**config.mk**
```make
export PLATFORM = sky130hd
export DESIGN_NAME = mult_datapath
export DESIGN_NICKNAME = d
export VERILOG_FILES = /design/src/rtl/mult_pkg.sv /design/src/rtl/mult_shift_counter.sv /design/src/rtl/mult_datapath.sv
export SDC_FILE = /design/constraint.sdc
export NUM_CORES = 1
export LEC_CHECK = 0
export ABC_CLOCK_PERIOD_IN_PS = 2100
export CAP_MARGIN = 20
export CELL_PAD_IN_SITES_DETAIL_PLACEMENT = 0
export CELL_PAD_IN_SITES_GLOBAL_PLACEMENT = 1
export CORE_MARGIN = 3
export CORE_UTILIZATION = 38
export CTS_CLUSTER_DIAMETER = 40
export CTS_CLUSTER_SIZE = 12
export DETAILED_ROUTE_END_ITERATION = 6
export PLACE_DENSITY = 0.86
export SLEW_MARGIN = 20
export SYNTH_ARGS = -nofsm -noshare
export SYNTH_HDL_FRONTEND = slang
export SYNTH_SLANG_ARGS = --single-unit
```
**constraint.sdc**
```tcl
create_clock -name Clk -period 2.1 [get_ports Clk]
set_clock_uncertainty 0.1 [all_clocks]
set_input_delay 0.315 -clock Clk [delete_from_list [all_inputs] [get_ports Clk]]
set_output_delay 0.315 -clock Clk [all_outputs]
set_load 0.05 [all_outputs]
```
**src/rtl/mult_pkg.sv**
```systemverilog
// Shared constants and control-state encodings for the
// sequential shift-and-add multiplier.
package mult_pkg;
    localparam int MULT_N = 8;

    typedef enum logic [1:0] {
        S0 = 2'd0,
        S1 = 2'd1,
        S2 = 2'd2,
        S3 = 2'd3
    } mult_state_e;
endpackage

```
**src/rtl/mult_shift_counter.sv**
```systemverilog
// Mod-N shift counter; terminal count flags the N-th shift.
module mult_shift_counter
    import mult_pkg::*;
#(
    parameter int N = MULT_N
) (
    input  logic i_clk,
    input  logic i_rst_n,
    input  logic i_clr,
    input  logic i_en,
    output logic o_tc
);
    localparam int CW = (N > 1) ? $clog2(N) : 1;
    localparam logic [CW-1:0] LAST = CW'(N - 1);

    logic [CW-1:0] r_cnt;
    logic          w_tc;

    assign w_tc = (r_cnt == LAST);
    assign o_tc = w_tc;

    // Wrap explicitly at N-1 so non-power-of-2 widths stay in range
    always_ff @(posedge i_clk or negedge i_rst_n) begin
        if (!i_rst_n) begin
            r_cnt <= '0;
        end else if (i_clr) begin
            r_cnt <= '0;
        end else if (i_en) begin
            r_cnt <= w_tc ? '0 : r_cnt + CW'(1);
        end
    end
endmodule

```
**src/rtl/mult_datapath.sv**
```systemverilog
// Shift-and-add datapath executing Load/Ad/Sh commands
// from the multiplier control FSM.
module mult_datapath
    import mult_pkg::*;
#(
    parameter int N = MULT_N
) (
    input  logic           Clk,
    input  logic           Rst_n,
    input  logic           Load,
    input  logic           Ad,
    input  logic           Sh,
    input  logic [N-1:0]   Mcand,
    input  logic [N-1:0]   Mplier,
    output logic           M,
    output logic           K,
    output logic [2*N-1:0] Product
);
    logic [2*N:0] r_acc;
    logic [N-1:0] r_mc;
    logic [N:0]   w_sum;
    logic         w_cnt_en;
    logic         w_tc;

    assign w_sum    = {1'b0, r_acc[2*N-1:N]} + {1'b0, r_mc};
    assign w_cnt_en = Sh & ~Load & ~Ad;

    always_ff @(posedge Clk or negedge Rst_n) begin
        if (!Rst_n) begin
            r_acc <= '0;
            r_mc  <= '0;
        end else if (Load) begin
            r_acc <= {{(N + 1){1'b0}}, Mplier};
            r_mc  <= Mcand;
        end else if (Ad) begin
            r_acc[2*N:N] <= w_sum;
        end else if (Sh) begin
            r_acc <= {1'b0, r_acc[2*N:1]};
        end
    end

    mult_shift_counter #(
        .N(N)
    ) u_cnt (
        .i_clk  (Clk),
        .i_rst_n(Rst_n),
        .i_clr  (Load),
        .i_en   (w_cnt_en),
        .o_tc   (w_tc)
    );

    assign M       = r_acc[0];
    assign K       = w_tc;
    assign Product = r_acc[2*N-1:0];
endmodule
```
==> flow_summary.yaml, run 1 <==
global_routing:
  antenna_found_initial: 0
  grt_first_pass_wirelength_um: 6334
  grt_max_degree: 29
  grt_util_all_layers_pct: 14.92
  grt_pass1_vias: 1406
  grt-ovfl-total: 0
synthesis:
  synth_cells: 172
  synth_area_leaders: "dfrtp_1 41%, mux2i_1 7.6%, ha_1 7.3%, buf_4 7.0%, mux2_2 4.6%"
  yosys-top-cells-count: "28 x dfrtp_1, 17 x nand2_1, 16 x buf_4"
  async_flop_share_pct: 100.0
  yosysUniqueCellTypes: 35
  ys_seq_area_share_pct: 40.76
  synth_ff_type: "dfrtp_1"
  synth_fp_nets: 204
  synth_top_area_share_pct: 40.76
  synth_edf_count: 0
  synth_area_per_cell_um2: 9.995
  syn_area_um2: 1719
  yosysWarnings: 0
  yosysMostFrequentCell: "dfrtp_1"
  synth_seq_cells: 28
  synth_top_area_cell: "dfrtp_1"
route:
  antenna_left: 0
  first_pass_iters: 4
  drc: 0
  routed_wl_um: 3633
  viasPerCell: 5.359
  routedWlPerCell_um: 14.65
  drt_first_iter_violations: 66
  vias: 1329
clocking:
  numCtsBuffers: 3
  htreeDepth: 1
  cts_tree: "done"
  clkSinkCount: 28
  cts_buffer_depth: 2
  cts_root_buffer: "clkbuf_8"
  clk_pin_slew_ps: 90
  hold_buffers: 0
  ctsResizeCount: 0
  post-cts-setup-buffer-count: 0
  clkLatencyLatePin_ps: 270
outcome:
  status: "finished clean"
floorplanning:
  die_h_um: 73.26
  die_area_um2: 5367
  initial_utilization_pct: 41.20
  num_io_pins: 39
  die_x_um: 73.26
  fp.coreArea_um2: 4173
  num_rows: 23
worst_setup_path:
  critPathLaunch: "r_acc[8]$_DFFE_PN0P_"
  crit_path_start_kind: "register"
  required_ps: 2180
  path_class: "reg -> reg"
  reg2reg_depth: 7
  crit_fanout: 4
  arrival_ps: 2030
  cp-end-kind: "register"
  timing.rr.start: "r_acc[8]$_DFFE_PN0P_"
sta:
  max_freq_mhz: 513.1
  period_needed_ps: 1949
  postLayoutSetupSlackWorst_ps: 150.9
  rsz0062_at_grt: "false"
  setup_violations: 0
  setup_tns_ps: 0
  slew_headroom_pct: 65.90
  final_hold_viol_count: 0
  tightest_slew_ps: 509.9
  period_share_pct: 92.81
  final-max-slew-violation-count: 0
power:
  power_density_nw_per_um2: 735.1
  vdd_drop_max_v: 0.0002665
  pwr-share-comb_pct: 39.2
  p_leak_nw: 0.9407
  p_int_mw: 0.9874
  power_mw: 1.566
  pwr-share-seq_pct: 42.3
  p_sw_mw: 0.5790
  pwr-share-clk_pct: 18.5
  p_sw_share_pct: 36.96
place:
  io_buffers: 38
  place.detailed.hpwl_um: 2850
  pre_cts_ws_ps: 161.6
  place_congestion: 0.8589
layout:
  syn2layout_area_growth_pct: 23.94
  nFillCells: 367
  antenna_cells: 0
  fin_nets: 232
  drive_gt1_share_pct: 12.12
flow_run:
  maxCapViolCount: 0
hold_path:
  hold_path_class: "in -> async"
[worst max-delay path, cell delays in order, from the launching register on]
cell and delay, ps:
dfrtp_1 400, ha_1 190, inv_1 60, fa_1 400, nor2b_1 160, o21ai_0 120
a21o_1 200, a311oi_2 240
[final timing paths]
check	endpoint	slack (ps)
worst max-delay path	r_acc[12]$_DFFE_PN0P_	150
worst min-delay path	r_mc[3]$_DFFE_PN0P_	330
worst max register to register	r_acc[12]$_DFFE_PN0P_	150
worst min register to register	r_acc[1]$_DFFE_PN0P_	410
max in group asynchronous	r_acc[2]$_DFFE_PN0P_	1310
min in group Clk	r_acc[1]$_DFFE_PN0P_	410
[flip-flops by register name (all words and copies together) (netlist names)]
signal	cells
u_cnt.r_cnt	3
r_mc	8
r_acc	17
[through the flow]
stage | cell area (µm²) | std cells | utilization [%] | hold WS, ps
3_5_place_dp | 2083 | 245 | 49.93 | 396.0
4_1_cts | 2125 | 248 | 50.91 | 335.0
5_1_grt | 2131 | 248 | 51.06 | 346.4
6_report | 2131 | 248 | 51.06 | 327.4
2_1_floorplan | 1719 | 172 | - | -80.59
3_3_place_gp | 2083 | 245 | 49.93 | 366.8
[per-layer routing]
metal / up-vias / wire (µm) / GRT usage, %
met3: 2 / 289 / 3.146
met5: - / 0 / 0
li1: 653 / - / -
met2: 48 / 1772 / 26.02
met4: 0 / 13 / 3.689
met1: 626 / 1557 / 18.70
[power by group through the flow]
| stage | Combinational [mW] | Sequential [mW] | Clock (mW) |
|---|---|---|---|
| 2_1_floorplan | 0.464 | 0.667 | 0 |
| 3_3_place_gp | 0.604 | 0.669 | 0 |
| 3_5_place_dp | 0.616 | 0.675 | 0 |
| 4_1_cts | 0.618 | 0.665 | 0.301 |
| 5_1_grt | 0.667 | 0.676 | 0.328 |
| 6_report | 0.614 | 0.663 | 0.289 |
[layout make-up]
class                   count  area (µm²)  area share, %
multi-input cells         114       845.8          39.69
clock buffers               3       41.29          1.938
repair buffers             47       457.9          21.49
well taps                  50       62.56          2.936
inverters                   6       22.52          1.057
flip-flops and latches     28       700.7          32.88
[cells in the final DEF, fill, tap and decap left out, drive strengths merged]
cell and n:
a2111oi 1, a211oi 6, a21o 2, a21oi 7, a311oi 1, buf 10, clkbuf 3, clkdlybuf4s50 37
dfrtp 28, fa 1, ha 10, inv 6, mux2 7, mux2i 13, nand2 17, nand2b 1
nand3 3, nor2 6, nor2b 3, nor3 3, nor4 2, nor4b 1, o211a 2, o211ai 1
o21a 3, o21ai 15, o311ai 2, o31a 2, or3 1, or3b 1, or4 1, xnor2 2
[cells by family (layout without fill, tap and decap cells)]
kind of cell	after synthesis	after routing	synth area share, %
compound gates	42	42	16.45
xor+xnor	2	2	1.019
fa+ha+maj	11	11	8.443
buf+inv	30	56	10.41
flops	28	28	40.76
mux	20	20	12.15
simple gates	39	39	10.77
No activity file was read; power rests on OpenSTA's default activity.
==> run 2: changes to the inputs <==
CORE_UTILIZATION = 35   (was 38)
CTS_CLUSTER_SIZE = not set   (was 12)
PLACE_DENSITY = 0.81   (was 0.86)
==> flow_summary.yaml, run 2 (synthesized netlist as in run 1, its figures left out) <==
layout:
  final_common_cell: "clkdlybuf4s50_1"
  drive_gt1_share_pct: 12.50
  largestRegisters: "r_acc (17), r_mc (8), u_cnt.r_cnt (3)"
  largest_reg_flops: 17
  instances_no_fill: 265
  antenna_cells: 0
  fin_nets: 233
  final_cell_mix: "37 x clkdlybuf4s50_1, 28 x dfrtp_1, 17 x nand2_1, 15 x o21ai_0, 13 x mux2i_1"
  syn2layout_area_growth_pct: 25.91
  largest_register: "r_acc"
clocking:
  clk_pin_slew_ps: 100
  cts_tree: "done"
  hold_buffers: 0
  clkSinkCount: 28
  htreeDepth: 1
  clkLatencyLatePin_ps: 270
  ctsResizeCount: 0
  cts_buffer_depth: 2
  numCtsBuffers: 3
  cts_root_buffer: "clkbuf_8"
  post-cts-setup-buffer-count: 0
route:
  viasPerCell: 4.834
  routed_wl_um: 3561
  first_pass_iters: 5
  vias: 1281
  drt_first_iter_violations: 42
  drc: 0
  routedWlPerCell_um: 13.44
  antenna_left: 0
place:
  io_buffers: 38
  place.detailed.hpwl_um: 2652
  place_congestion: 0.8432
  place_inst: 260
floorplanning:
  die_h_um: 76.09
  die_area_um2: 5789
  num_rows: 24
  fp.coreArea_um2: 4534
  initial_utilization_pct: 37.91
  die_x_um: 76.09
  num_io_pins: 39
sta:
  rsz0062_at_grt: "false"
  holdWs_ps: 322.8
  final_hold_viol_count: 0
  slew_headroom_pct: 66.19
  setup_tns_ps: 0
  tightest_slew_ps: 505.6
  final-max-slew-violation-count: 0
  period_share_pct: 94.36
  period_needed_ps: 1982
  setup_violations: 0
  max_freq_mhz: 504.6
worst_setup_path:
  path_class: "reg -> out"
  cpMaxStageDelayCell: "clkdlybuf4s50_1"
  crit_chain: "buf_4, clkdlybuf4s50_1"
  crit_fanout: 3
  crit_path_start_kind: "register"
  arrival_ps: 1570
  crit_family: "buffers and inverters"
  required_ps: 1680
  crit_buf_inv: 2
  cpPeakStageDelay_ps: 790
  cp-end-kind: "output port"
power:
  vdd_drop_max_v: 0.0003324
  pwr-share-comb_pct: 38.2
  power_density_nw_per_um2: 744.8
  pwr-share-clk_pct: 20.9
  power_mw: 1.612
  pwr-share-seq_pct: 41.0
  p_leak_nw: 0.9521
  p_sw_share_pct: 36.26
  p_sw_mw: 0.5846
  p_int_mw: 1.027
outcome:
  status: "finished clean"
global_routing:
  grt_first_pass_wirelength_um: 6292
  antenna_found_initial: 0
  grt_pass1_vias: 1383
  grt_util_all_layers_pct: 12.74
  grt-ovfl-total: 0
  grt_max_degree: 29
hold_path:
  hold_path_class: "in -> async"
flow_run:
  maxCapViolCount: 0
[run 2: cell count changes in the layout (fill, tap and decap cells not counted), sizes merged]
cell and change:
buf +1, clkbuf +1
[run 2: metal layers]
metal  global-route usage (%)  routed length [µm]  vias up
li1                         -                   -      655
met1                    17.78                1854      594
met4                    3.261                  14        0
met5                        0                   0        -
met3                    2.719                 156        2
met2                    20.12                1536       30
[run 2: worst paths after layout]
path,startpoint,to,slack [ps],cells past startpoint
max in group asynchronous,Rst_n,r_acc[6]$_DFFE_PN0P_,1300,2
min,Rst_n,r_mc[4]$_DFFE_PN0P_,320,2
min in group Clk,u_cnt.r_cnt[2]$_DFFE_PN0P_,u_cnt.r_cnt[2]$_DFFE_PN0P_,400,2
min reg2reg,u_cnt.r_cnt[2]$_DFFE_PN0P_,u_cnt.r_cnt[2]$_DFFE_PN0P_,400,2
max,r_acc[8]$_DFFE_PN0P_,Product[8],120,2
max reg2reg,r_acc[8]$_DFFE_PN0P_,r_acc[12]$_DFFE_PN0P_,190,7
[run 2: per-stage QoR]
stage / cell area (µm²) / util (%) / worst slack (ps)
after floorplan: 1719 / - / 300.1
after global placement: 2102 / 46.36 / 231.4
after detailed placement: 2102 / 46.36 / 180.0
after CTS: 2157 / 47.57 / 148.2
after global routing: 2165 / 47.74 / 15.87
final: 2165 / 47.74 / 118.4
[run 2: cell type report]
cell class              instances  area (µm²)
clock buffers                   4       55.05
fillers                       442        2370
inverters                       6       22.52
multi-input cells             114       839.6
flip-flops and latches         28       700.7
well taps                      65       81.33
repair buffers                 48       465.4
[run 2: worst reg2reg max path, delay by kind of cell (launching register included)]
kind            cells  cell delay, ps
simple gates        1             160
compound gates      3             560
fa+ha+maj           2             570
buf+inv             1              50
flops               1             380
[run 2: power by group through the flow]
stage	Clock [mW]	Sequential [mW]	Combinational (mW)
5_1_grt	0.365	0.673	0.668
4_1_cts	0.348	0.662	0.617
3_3_place_gp	0	0.670	0.612
2_1_floorplan	0	0.667	0.464
6_report	0.336	0.660	0.615
3_5_place_dp	0	0.673	0.614
==> RTL change, RTL diff (flow settings as in run 2) <==
Change the package constant `MULT_N` from 8 to 4.
--- a/src/rtl/mult_pkg.sv
+++ b/src/rtl/mult_pkg.sv
@@ -1,7 +1,7 @@
 // Shared constants and control-state encodings for the
 // sequential shift-and-add multiplier.
 package mult_pkg;
-    localparam int MULT_N = 8;
+    localparam int MULT_N = 4;
 
     typedef enum logic [1:0] {
         S0 = 2'd0,
Interface: changed (resized Mcand, Mplier and Product); port bits go from 39 to 23. The function was not compared with the original's and may differ.
==> RTL change against run 2 <==
Synthesized area decreased by 48%. Largest cell class unchanged. Global-route usage decreased by 1.7 points. Sequential power decreased by 48%. Non-clock buffer count decreased by 24. Worst setup slack improved by 0.015 ns. Critical path depth decreased by 1. Count of clock-buffer cells in the layout unchanged. Hold slack improved by 0.016 ns. Sequential cell count decreased by 13. Maximum frequency increased by 0.75%. Power decreased by 54%. Critical endpoint is now Product[5]. Design area decreased by 50%. Wire length decreased by 56%. Register-to-register slack improved by 0.21 ns.
==> RTL change: results (changes against run 2) <==
Clock Latency Late Sink=0.27 ns (about the same); outcome=finished, final reports clean; worst slack at placement=0.374 ns (+0.194 ns); drt first pass iters=2 (-3); PortBufs=22 (-42%); slew margin rel.=55.4% (-11 points); Slowest-stage cell, CP=clkdlybuf4s50_1; diode count=0 (unchanged); Tightest Pin Transition=0.666 ns (+0.161 ns); fraction of registers with async set/reset=100% (unchanged); CP Launch Point=r_acc[5]$_DFFE_PN0P_; Fin. Hold Viols=0 (unchanged); routability congestion estimate=0.725 (-14%); hold crit path type=input pin to asynchronous set/reset pin; dominant cells by area after synthesis=dfrtp_1, mux2i_1, buf_4; R2R Path End=r_acc[8]$_DFFE_PN0P_; post-DR wirelength/cell=12.3 um (-8.4%); CTS Buf Count=3 (unchanged); Reg clk slew, reported paths=0.09 ns; share of post-route cells with drive strength above 1=12.1% (-0.38 points); sequential-to-total area share from yosys stat=42.0% (+1.3 points); final cell count without fillers=127 (-52%); Hold WS=0.339 ns (+0.0161 ns); Clock Tree Buf Depth=2 (unchanged); vias in the first global route=621 (-55%); Iter 0 DRT Violations=3 (-93%); global-route wire length before repair=2.75 mm (-56%); critical-path maximum fanout=5 (+2); DP Wirelength=1.24 mm (-53%); peak supply drop=0.000293 V (-12%); Syn Nets=103 (-50%); synthesized instance count=84 (-51%); Setup Buffers After CTS=0 (unchanged); max incr delay on CP=0.83 ns (+0.04 ns); gr usage total=11.1% (-1.7 points); H-Tree Depth=1 (unchanged); Ys Warns=0 (unchanged); Placed Area=1060 um^2 (-49%); RR Startpoint=r_acc[4]$_DFFE_PN0P_; top cells by count, synth=dfrtp_1, buf_4, mux2i_1, nand2_1; dpl cells=123 (-53%); top flop regs=r_acc x9, r_mc x4, u_cnt.r_cnt x2; Main synth FF type=dfrtp_1; largest net degree at the start of global routing=16 (-45%); CP delay by family, top=buffers and inverters; CTS root buf=clkbuf_4; initial antenna violation count=0 (unchanged); Distinct cells, synth=24 (-31%); Reg2Reg Setup Slack=0.40 ns (+0.21 ns); CP Data Arrival Time=1.55 ns (-0.02 ns); # resized after CTS=0 (unchanged); total number of vias=629 (-51%); reg2reg path depth=6 (-1); Leak=0.498 nW (-48%)
## RTL change: changes by cell type in the layout (fill, tap and decap cells not counted), moves of 3 or more
cell and delta:
clkdlybuf4s50_1 -16, dfrtp_1 -13, o21ai_0 -13, nand2_1 -11, buf_4 -7, mux2i_1 -6
ha_1 -5, clkbuf_8 -4, mux2_2 -4, o21ai_1 +4, a21oi_1 -3, clkbuf_4 +3
nor3_1 -3, o21a_1 -3
## RTL change: layer usage
layer  wire [um]  track usage [%]  up-vias
met5           0                0        -
met4          27             7.12        0
met3          61             2.76        2
met2         795             17.3       10
met1         678             13.4      308
li1            -                -      309
## RTL change: cell type report
type                       instances  area [um^2]
clock buffer                       4         26.3
fill                             240         1230
inverter                           5         18.8
multi-input combinational         51          400
sequential                        15          375
tap                               28         35.0
timing repair buffer              24          233
## RTL change: kinds of logic (layout without fill, tap and decap cells)
kind of cell / count (synthesis) / in the layout / synth area share, %
simple gates: 18 / 18 / 11.1
compound gates: 15 / 15 / 10.2
mux: 11 / 11 / 13.3
buf+inv: 18 / 33 / 13.2
flops: 15 / 15 / 42.0
fa+ha+maj: 6 / 6 / 9.24
xor+xnor: 1 / 1 / 0.981
## RTL change: how the worst max path moves through the flow
stage	endpoint	slack (ns)	cells past startpoint
3_5_place_dp	r_acc[3]$_DFFE_PN0P_	0.37	4
2_1_floorplan	r_acc[8]$_DFFE_PN0P_	0.54	6
4_1_cts	Product[5]	0.12	1
5_1_grt	Product[5]	0.08	1
3_3_place_gp	r_acc[8]$_DFFE_PN0P_	0.41	6
6_report	Product[5]	0.13	1
## RTL change: where the power goes
part	total, mW	leakage [nW]	internal, mW	switching [mW]
Combinational	0.243	0.294	0.105	0.138
Clock	0.162	0.0150	0.0736	0.0889
Sequential	0.340	0.189	0.316	0.0237
